--- src/rtl/btn_irq_debouncer.sv ---
// Push-button / switch front end: per-channel synchroniser, debounce filter,
// accepted-edge pulse and sticky interrupt pending bit with acknowledge.
module btn_irq_debouncer #(
  parameter int NCH             = 4,
  parameter int SYNC_STAGES     = 2,
  parameter int DEBOUNCE_CYCLES = 100000,
  parameter int CNT_W           = 17
) (
  input  logic             clk_i,
  input  logic             rst_n_i,
  input  logic [NCH-1:0]   btn_i,
  input  logic [2*NCH-1:0] mode_i,
  input  logic [NCH-1:0]   irq_ack_i,
  output logic [NCH-1:0]   level_o,
  output logic [NCH-1:0]   edge_o,
  output logic [NCH-1:0]   irq_o
);

  localparam logic [CNT_W-1:0] CNT_LAST = CNT_W'(DEBOUNCE_CYCLES - 1);

  localparam logic [1:0] MODE_OFF  = 2'b00;
  localparam logic [1:0] MODE_RISE = 2'b01;
  localparam logic [1:0] MODE_FALL = 2'b10;
  localparam logic [1:0] MODE_BOTH = 2'b11;

  // new_level is the level just accepted, i.e. the value level_o shows while edge_o is high
  function automatic logic edge_qualifies(input logic [1:0] mode, input logic new_level);
    logic q;
    case (mode)
      MODE_OFF:  q = 1'b0;
      MODE_RISE: q = new_level;
      MODE_FALL: q = ~new_level;
      MODE_BOTH: q = 1'b1;
      default:   q = 1'b0;
    endcase
    return q;
  endfunction

  logic [SYNC_STAGES-1:0] sync_q [NCH];
  logic [SYNC_STAGES-1:0] sync_d [NCH];
  logic [CNT_W-1:0]       cnt_q  [NCH];
  logic [CNT_W-1:0]       cnt_d  [NCH];
  logic [NCH-1:0]         level_q, level_d;
  logic [NCH-1:0]         edge_q, edge_d;
  logic [NCH-1:0]         irq_q, irq_d;
  logic [NCH-1:0]         sync_s;
  logic [NCH-1:0]         qualify_s;

  // Next-state: synchroniser shift, debounce count/accept, pending update
  always_comb begin
    for (int k = 0; k < NCH; k++) begin
      sync_d[k]    = {sync_q[k][SYNC_STAGES-2:0], btn_i[k]};
      sync_s[k]    = sync_q[k][SYNC_STAGES-1];
      cnt_d[k]     = '0;
      level_d[k]   = level_q[k];
      edge_d[k]    = 1'b0;
      qualify_s[k] = edge_q[k] & edge_qualifies(mode_i[2*k +: 2], level_q[k]);
      // set has priority so an ack racing a fresh event never loses it
      irq_d[k]     = qualify_s[k] | (irq_q[k] & ~irq_ack_i[k]);

      if (sync_s[k] == level_q[k]) begin
        cnt_d[k] = '0;
      end else if (cnt_q[k] >= CNT_LAST) begin
        level_d[k] = sync_s[k];
        edge_d[k]  = 1'b1;
        cnt_d[k]   = '0;
      end else begin
        cnt_d[k] = cnt_q[k] + CNT_W'(1);
      end
    end
  end

  // State registers with synchronous active-low reset
  always_ff @(posedge clk_i) begin
    if (!rst_n_i) begin
      for (int k = 0; k < NCH; k++) begin
        sync_q[k] <= '0;
        cnt_q[k]  <= '0;
      end
      level_q <= '0;
      edge_q  <= '0;
      irq_q   <= '0;
    end else begin
      for (int k = 0; k < NCH; k++) begin
        sync_q[k] <= sync_d[k];
        cnt_q[k]  <= cnt_d[k];
      end
      level_q <= level_d;
      edge_q  <= edge_d;
      irq_q   <= irq_d;
    end
  end

  assign level_o = level_q;
  assign edge_o  = edge_q;
  assign irq_o   = irq_q;

endmodule

--- config.mk ---
export PLATFORM = sky130hd
export DESIGN_NAME = btn_irq_debouncer
export DESIGN_NICKNAME = d
export VERILOG_FILES = /design/src/rtl/btn_irq_debouncer.sv
export SDC_FILE = /design/constraint.sdc
export NUM_CORES = 1
export LEC_CHECK = 0
export ABC_CLOCK_PERIOD_IN_PS = 2640
export BUFFER_PORTS_ARGS = -buffer_cell sky130_fd_sc_hd__buf_2
export CORE_MARGIN = 5
export CORE_UTILIZATION = 48
export DETAILED_ROUTE_END_ITERATION = 7
export PLACE_DENSITY_LB_ADDON = 0.1
export SLEW_MARGIN = 20
export SYNTH_ARGS = -nofsm -noshare
export SYNTH_HDL_FRONTEND = slang
export SYNTH_SLANG_ARGS = --single-unit
--- constraint.sdc ---
create_clock -name clk_i -period 2.64 [get_ports clk_i]
set_input_delay 0.264 -clock clk_i [delete_from_list [all_inputs] [get_ports clk_i]]
set_output_delay 0.264 -clock clk_i [all_outputs]
set_load 0.01 [all_outputs]
# After elaboration in Yosys (flattened, before gate mapping)
# Memory sizes are Yosys's and may differ from the RTL's.
# Cells that the tools add are included.
[word_totals] ff_bits=12 ram_bits=76 input_bits=18 out_inout_bits=12 word_cells=106 n_memories=2
[mem_list] memory="cnt_q" depth=4 word_bits=17 read_ports=4 rd_clocked_by_memory_dff=0 wr=4 line="41" rtl="logic [CNT_W-1:0] cnt_q [NCH];"
[mem_list] memory="sync_q" depth=4 word_bits=2 read_ports=4 rd_clocked_by_memory_dff=0 wr=4 line="39" rtl="logic [SYNC_STAGES-1:0] sync_q [NCH];"
[classes] add_sub_neg=4 n_lt_le_gt_ge=4 eq_ne=16 mux=26 bitwise=33 n_reduce_logical=12
[op_table] cell="2-to-1 mux 17 bit" n=12
[op_table] cell="adder 17 x 1 -> 17 bit (second input constant)" n=4
[op_table] cell=">= comparator 17 bit (second input constant)" n=4
[op_table] cell="equality test 2 bit (second input constant)" n=8
[op_table] cell="case mux 1 bit (4 select lines)" n=4
[op_table] cell="NOT 1 bit" n=13
[op_table] cell="OR 1 bit" n=12
[op_table] cell="bitwise AND 1 bit" n=8
[op_table] cell="equality test 2 x 1 -> 1 bit (second input constant)" n=4
[op_table] cell="zero test 2 bit" n=4
[op_table] cell="2-to-1 mux 2 bit" n=4
[op_table] cell="AND reduction 2 bit" n=4
[op_table] cell="OR reduction 2 bit" n=4
[op_table] cell="2-to-1 mux 1 bit" n=6
[op_table] cell="equality test 1 bit" n=4

# Logic depth before layout (Yosys ltp)
# Gate-level depths: netlist (run 1).
[depth] word_depth=4 depth_mapped=7 depth_no_buf=6

# Worst setup path before layout (run 1)
# Ideal clock, no wire load.
[synth_timing] kind="register to register" from="memory cnt_q[2][0]" to="memory cnt_q[2][10]" setup_time_ps=64 arrival_ps=1443 required_time_ps=2576 slack_ps=1133 stages_incl_launch_ff=8 n_path_buf=1 period_less_slack_ps=1507 cell_sequence="dfxtp_1 ha_1 a21oi_1 o211ai_1 a21oi_1 nand3_2 buf_4 nor2_1"
[synth_rtl] item="from (decl)" line="41"

==> flow_summary.yaml, run 1 <==
sta:
  min_period_over_period: 0.691
  worst_pin_slew_ns: 0.638
  grt_setup_unrepaired: "no"
  min_period_ns: 1.82
  drv_slew: 0
  finalSetupViolCount: 0
  max_freq_mhz: 548
  finClkSkew_ns: 0.0124
  finalHoldViolCount: 0
  fin_ws_ns: 0.815
  relSlewSlack: 0.575
  fin_setup_tns_ns: 0
floorplan:
  num_rows: 32
  die_x_microns: 98.3
  initial_core_util: 0.489
  chipHeight_microns: 98.3
  ios: 30
  die_area_sq_um: 9660
  coreArea_sq_um: 7650
global_route:
  grt_pass1_vias: 2570
  grt_use_total: 0.138
  overflow: 0
  grt_pass1_wl_microns: 11100
  antenna_found_initial: 0
  grt_max_degree: 18
cts:
  ctsResizeCount: 0
  path_clk_slew_ns: 0.09
  cts_tree: "done"
  h-tree-depth: 3
  clock_latency_ns: 0.35
  cts.sinks: 88
  clock_path_buffers: 2
  holdBufCountCts: 0
  cts_setup_buffers: 0
  root_buffer: "clkbuf_8"
  cts_made_buffers: 9
synthesis:
  syn_nets: 443
  ys_seq_area_frac: 0.471
  synth.top_cell.area_share: 0.471
  ys_ff_latch: 88
  postSynthCellCount: 421
  syn-cell-area_sq_um: 3740
  synth.most_common_cell: "nor2_1"
  yosysWarnings: 0
  synth_edf_count: 0
  synthArstFlopShare: 0
  yosys-top-cells-area: "dfxtp_1, nor2_1, xor2_1, xnor2_1, nand2_1"
  synth_commonest_cells: "nor2_1, dfxtp_1, nand2_1"
  synth-main-ff-cell: "dfxtp_1"
  syn_area_per_cell_sq_um: 8.89
  synth_area_leader_cell: "dfxtp_1"
  yosysUniqueCellTypes: 38
drt:
  wl_met1_microns: 3190
  wl_met3_microns: 199
  num_vias: 2802
  drtIter0Drc: 54
  route.detailed.drc: 0
  top_layer_used: "met4"
  vias_per_cell: 4.99
  firstDrtPassIters: 7
  met2_length_microns: 2870
  route.antenna.remaining_nets: 0
  route.detailed.wl_per_inst_microns: 11.3
  drt_wl_total_microns: 6330
critical_path:
  slowest_delay_ns: 0.54
  critPathCaptureType: "flip-flop"
  critPathSlowestCell: "o21ai_2"
  required_ns: 2.85
  crit_type: "reg -> reg"
  cp_max_fo: 16
  path_cells: "ha_1 > and4_1 > inv_1 > o21ai_2 > nor2_1"
  arrival_ns: 2.04
  cp-start-kind: "flip-flop"
place:
  dp.final_hpwl_microns: 4450
  portBuffers: 29
  gp_congestion: 0.790
  place_ws_ns: 0.787
  post_dp_cell_area_sq_um: 3970
hold_path:
  hold_class: "in -> reg"
layout:
  drive_gt1_frac: 0.133
  nNetsFinal: 476
  final_area_sq_um: 4150
  multi_input_area_sq_um: 1900
  fill_cells: 707
  regArea_sq_um: 1760
  diodes: 0
  synthToLayoutAreaGrowth_pct: 11.0
power:
  p_per_area_nw_per_um2: 537
  ir_drop_uv: 321
  p_leak_nw: 1.44
job:
  maxCapViolations: 0
outcome:
  status: "finished clean"
==> power breakdown <==
part           internal, mW  switching, mW
logic                0.0195         0.0225
clock network         0.394          0.458
registers              1.33        0.00438
==> cell families (layout without fill, tap and decap cells) <==
logic type	after synthesis	after routing	synth area share
XOR/XNOR	61	61	0.143
adder cells (fa/ha/maj)	4	4	0.0134
buffers and inverters	16	54	0.0221
multiplexers	6	6	0.0174
flip-flops	88	88	0.471
AND/OR/NAND/NOR	221	221	0.292
AO/OA/AOI/OAI	25	25	0.0418
==> layout make-up <==
type                            count  area share
Multi-Input combinational cell    317       0.457
Sequential cell                    88       0.424
Clock buffer                       12      0.0373
Timing Repair Buffer               30      0.0367
Tap cell                          102      0.0307
Inverter                            8     0.00723
Clock inverter                      4     0.00693
==> critical path: cells and delay by family (launching register included) <==
family / cells / cell delay, ns
buffers and inverters: 1 / 0.10
AND/OR/NAND/NOR: 2 / 0.46
AO/OA/AOI/OAI: 1 / 0.54
adder cells (fa/ha/maj): 1 / 0.21
flip-flops: 1 / 0.38
==> cell usage in the layout, fill, tap and decap left out, types with 4 or more instances in the layout <==
cell / instances
xnor2_1: 29
o21ai_0: 6
xor2_1: 32
clkbuf_8: 11
mux2_2: 4
and2_1: 10
nor3_1: 10
and3_1: 9
nand4_1: 14
nor2_1: 91
buf_2: 29
inv_1: 8
ha_1: 4
nor2b_1: 10
a21oi_1: 11
dfxtp_1: 88
nand3_1: 25
nand2_1: 35
and4_1: 6
==> through the flow <==
stage	power [mW]	std cells	hold slack (ns)	util
2_1_floorplan	1.40	421	0.391	-
3_3_place_gp	1.41	545	0.416	0.519
3_5_place_dp	1.41	545	0.420	0.519
4_1_cts	2.27	561	0.0976	0.543
5_1_grt	2.34	561	0.101	0.543
6_report	2.23	561	0.117	0.543
==> state kept, by name, indices dropped and copies added, names as in the netlist <==
signal	flops
level_o	4
irq_o	4
sync_q	8
edge_o	4
cnt_q	68
==> per-layer routing <==
layer | vias up | global-route usage
li1 | 1481 | -
met1 | 1283 | 0.173
met2 | 32 | 0.224
met3 | 6 | 0.0400
met4 | 0 | 0.0557
met5 | - | 0
==> worst paths after layout <==
kind	start	end	slack, ns	depth (start not counted)
setup reg to reg	cnt_q[3][0]$_SDFF_PP0_	cnt_q[3][3]$_SDFF_PP0_	0.82	5
hold reg to reg	sync_q[3][0]$_SDFF_PN0_	sync_q[3][1]$_SDFF_PN0_	0.43	1
hold / removal	btn_i[0]	sync_q[0][0]$_SDFF_PN0_	0.12	2
setup / recovery	cnt_q[3][0]$_SDFF_PP0_	cnt_q[3][3]$_SDFF_PP0_	0.82	5
Note: power is estimated with default switching activity, not from simulation.
==> run 2, diff against run 1 <==
--- a/config.mk
+++ b/config.mk
@@ -5,7 +5,8 @@
 export SDC_FILE = /design/constraint.sdc
 export NUM_CORES = 1
 export LEC_CHECK = 0
-export ABC_CLOCK_PERIOD_IN_PS = 2640
+export ABC_AREA = 1
+export ABC_CLOCK_PERIOD_IN_PS = 1800
 export BUFFER_PORTS_ARGS = -buffer_cell sky130_fd_sc_hd__buf_2
 export CORE_MARGIN = 5
 export CORE_UTILIZATION = 48
==> constraint.sdc (replaced) <==
create_clock -name clk_i -period 1.8 [get_ports clk_i]
set_input_delay 0.18 -clock clk_i [delete_from_list [all_inputs] [get_ports clk_i]]
set_output_delay 0.18 -clock clk_i [all_outputs]
set_load 0.01 [all_outputs]
==> run 2 against run 1 <==
  * Clock power grew 57%
  * Sequential share of layout area down 4.3 points
  * Hold slack lost 0.093 ns
  * Utilization is 0.50 points lower
  * Critical path type unchanged
  * Largest cell class unchanged
==> flow_summary.yaml, run 2 <==
outcome:
  status: "finished clean"
layout:
  nNetsFinal: 645
  synthToLayoutAreaGrowth_pct: 10.5
  drive_gt1_frac: 0.113
  diodes: 0
  fill_cells: 887
  largest_reg_flops: 68
  top_regs: "cnt_q x68, sync_q x8"
  final_cell_mix: "nand2_1, nor2_1, dfxtp_1, inv_1, buf_2"
  top_register: "cnt_q"
  layout_commonest_cell: "nand2_1"
  postLayoutCoreUtil: 0.538
  regArea_sq_um: 1760
  layoutNonFillerInstCount: 736
  multi_input_area_sq_um: 2080
  final_area_sq_um: 4620
critical_path:
  path_cells: "ha_1 > inv_1 > nor2_2 > nand2_1 > o21ai_0 > nand2_1 > nand2_1 > inv_2 > nand2_4 > nor2_1"
  critPathCaptureType: "flip-flop"
  critPathSlowestCell: "dfxtp_1"
  cpLargestDelayFamily: "simple AND/OR/NAND/NOR gates"
  slowest_delay_ns: 0.38
  timing.rr.start: "cnt_q[2][0]$_SDFF_PP0_"
  cp_max_fo: 17
  arrival_ns: 1.81
  critPathBufInv: 2
  reg2regPathDepth: 10
  cp-start-kind: "flip-flop"
  r2r_end: "cnt_q[2][16]$_SDFF_PP0_"
  path_common_cell: "nand2_1"
  required_ns: 2.04
  worst-r2r-setup-slack_ns: 0.23
  crit_type: "reg -> reg"
sta:
  max_freq_mhz: 638
  finClkSkew_ns: 0.00797
  worst_pin_slew_ns: 0.445
  min_period_over_period: 0.871
  hold_ws_ns: 0.0244
  grt_setup_unrepaired: "no"
  fin_setup_tns_ns: 0
  fin_ws_ns: 0.232
  relSlewSlack: 0.700
  min_period_ns: 1.57
  finalHoldViolCount: 0
  drv_slew: 0
  finalSetupViolCount: 0
synthesis:
  syn_area_per_cell_sq_um: 7.12
  synth_area_leader_cell: "dfxtp_1"
  syn_nets: 610
  synthArstFlopShare: 0
  yosys-top-cells-area: "dfxtp_1, nand2_1, nor2_1, inv_1, xor2_1"
  synth.top_cell.area_share: 0.421
  yosysUniqueCellTypes: 29
  synth.most_common_cell: "nand2_1"
  yosysWarnings: 0
  synth_edf_count: 0
  postSynthCellCount: 588
  ys_seq_area_frac: 0.421
  syn-cell-area_sq_um: 4190
  synth_commonest_cells: "nand2_1, nor2_1, dfxtp_1"
  synth-main-ff-cell: "dfxtp_1"
  ys_ff_latch: 88
power:
  ir_drop_uv: 330
  power.total_mw: 3.37
  p_per_area_nw_per_um2: 728
  p_leak_nw: 1.75
place:
  dp.final_hpwl_microns: 5900
  gp_congestion: 0.841
  portBuffers: 29
  placed_cells: 720
  place_ws_ns: 0.229
  post_dp_cell_area_sq_um: 4420
global_route:
  grt_use_total: 0.157
  antenna_found_initial: 0
  overflow: 0
  grt_pass1_vias: 3238
  grt_pass1_wl_microns: 13500
  grt_max_degree: 18
hold_path:
  hold_end: "sync_q[0][0]$_SDFF_PN0_"
  hold_start: "btn_i[0]"
  hold_depth: 3
  hold_class: "in -> reg"
drt:
  met2_length_microns: 3610
  num_vias: 3510
  firstDrtPassIters: 4
  route.antenna.remaining_nets: 0
  wl_met1_microns: 3860
  vias_per_cell: 4.77
  wl_met3_microns: 281
  route.detailed.wl_per_inst_microns: 10.7
  top_layer_used: "met4"
  drt_wl_total_microns: 7880
  route.detailed.drc: 0
  drtIter0Drc: 104
cts:
  h-tree-depth: 3
  cts_setup_buffers: 0
  root_buffer: "clkbuf_8"
  clock_path_buffers: 2
  cts.sinks: 88
  path_clk_slew_ns: 0.08
  cts_made_buffers: 9
  cts_tree: "done"
  clock_latency_ns: 0.35
  holdBufCountCts: 0
  ctsResizeCount: 0
floorplan:
  coreArea_sq_um: 8590
  initial_core_util: 0.487
  ios: 30
  die_area_sq_um: 10700
  chipHeight_microns: 103
  die_x_microns: 103
  num_rows: 34
job:
  maxCapViolations: 0
run 2: cell types whose count changed after synthesis, sizes merged, moves of 10 or more:
cell   change
nand2    +100
inv       +71
nor2      +39
a21oi     +13
xnor2     -12
and2      -10
nor2b     -10
run 2: per-layer routing:
metal / GRT usage / up-vias
met5: 0 / -
met2: 0.259 / 48
li1: - / 1887
met4: 0.0727 / 0
met1: 0.199 / 1563
met3: 0.0282 / 12
run 2: cell type report:
class                   instances  share of cell area
clock buffers                  14              0.0417
inverters                      79              0.0641
clock inverters                 2             0.00216
well taps                     108              0.0292
flip-flops and latches         88               0.381
repair buffers                 30              0.0330
multi-input cells             415               0.449
run 2: worst max-delay path by stage:
stage,from,end,cells past startpoint
after floorplan,cnt_q[2][0]$_SDFF_PP0_,cnt_q[2][10]$_SDFF_PP0_,11
after CTS,cnt_q[0][0]$_SDFF_PP0_,cnt_q[0][16]$_SDFF_PP0_,7
after global placement,cnt_q[1][0]$_SDFF_PP0_,cnt_q[1][12]$_SDFF_PP0_,7
after detailed placement,cnt_q[0][0]$_SDFF_PP0_,cnt_q[0][12]$_SDFF_PP0_,6
final,cnt_q[2][0]$_SDFF_PP0_,cnt_q[2][16]$_SDFF_PP0_,10
after global routing,cnt_q[2][0]$_SDFF_PP0_,cnt_q[2][0]$_SDFF_PP0_,10
run 2: kinds of logic (layout without fill, tap and decap cells):
logic type	Yosys count	after routing	synth area share
compound gates	41	41	0.0553
xor+xnor	42	42	0.0879
fa+ha+maj	4	4	0.0120
buf+inv	85	125	0.0843
flops	88	88	0.421
simple gates	328	328	0.340
run 2: power breakdown:
| part | total (mW) | internal (mW) | switching, mW |
|---|---|---|---|
| clock | 1.34 | 0.687 | 0.655 |
| sequential | 1.96 | 1.96 | 0.00648 |
| combinational | 0.0625 | 0.0246 | 0.0379 |
run 2: worst register-to-register path, delay by kind of cell, from the launching register on:
kind | cells | cell delay [ns]
flip-flops | 1 | 0.38
AND/OR/NAND/NOR | 6 | 0.70
adder cells (fa/ha/maj) | 1 | 0.20
AO/OA/AOI/OAI | 1 | 0.08
buffers and inverters | 2 | 0.12
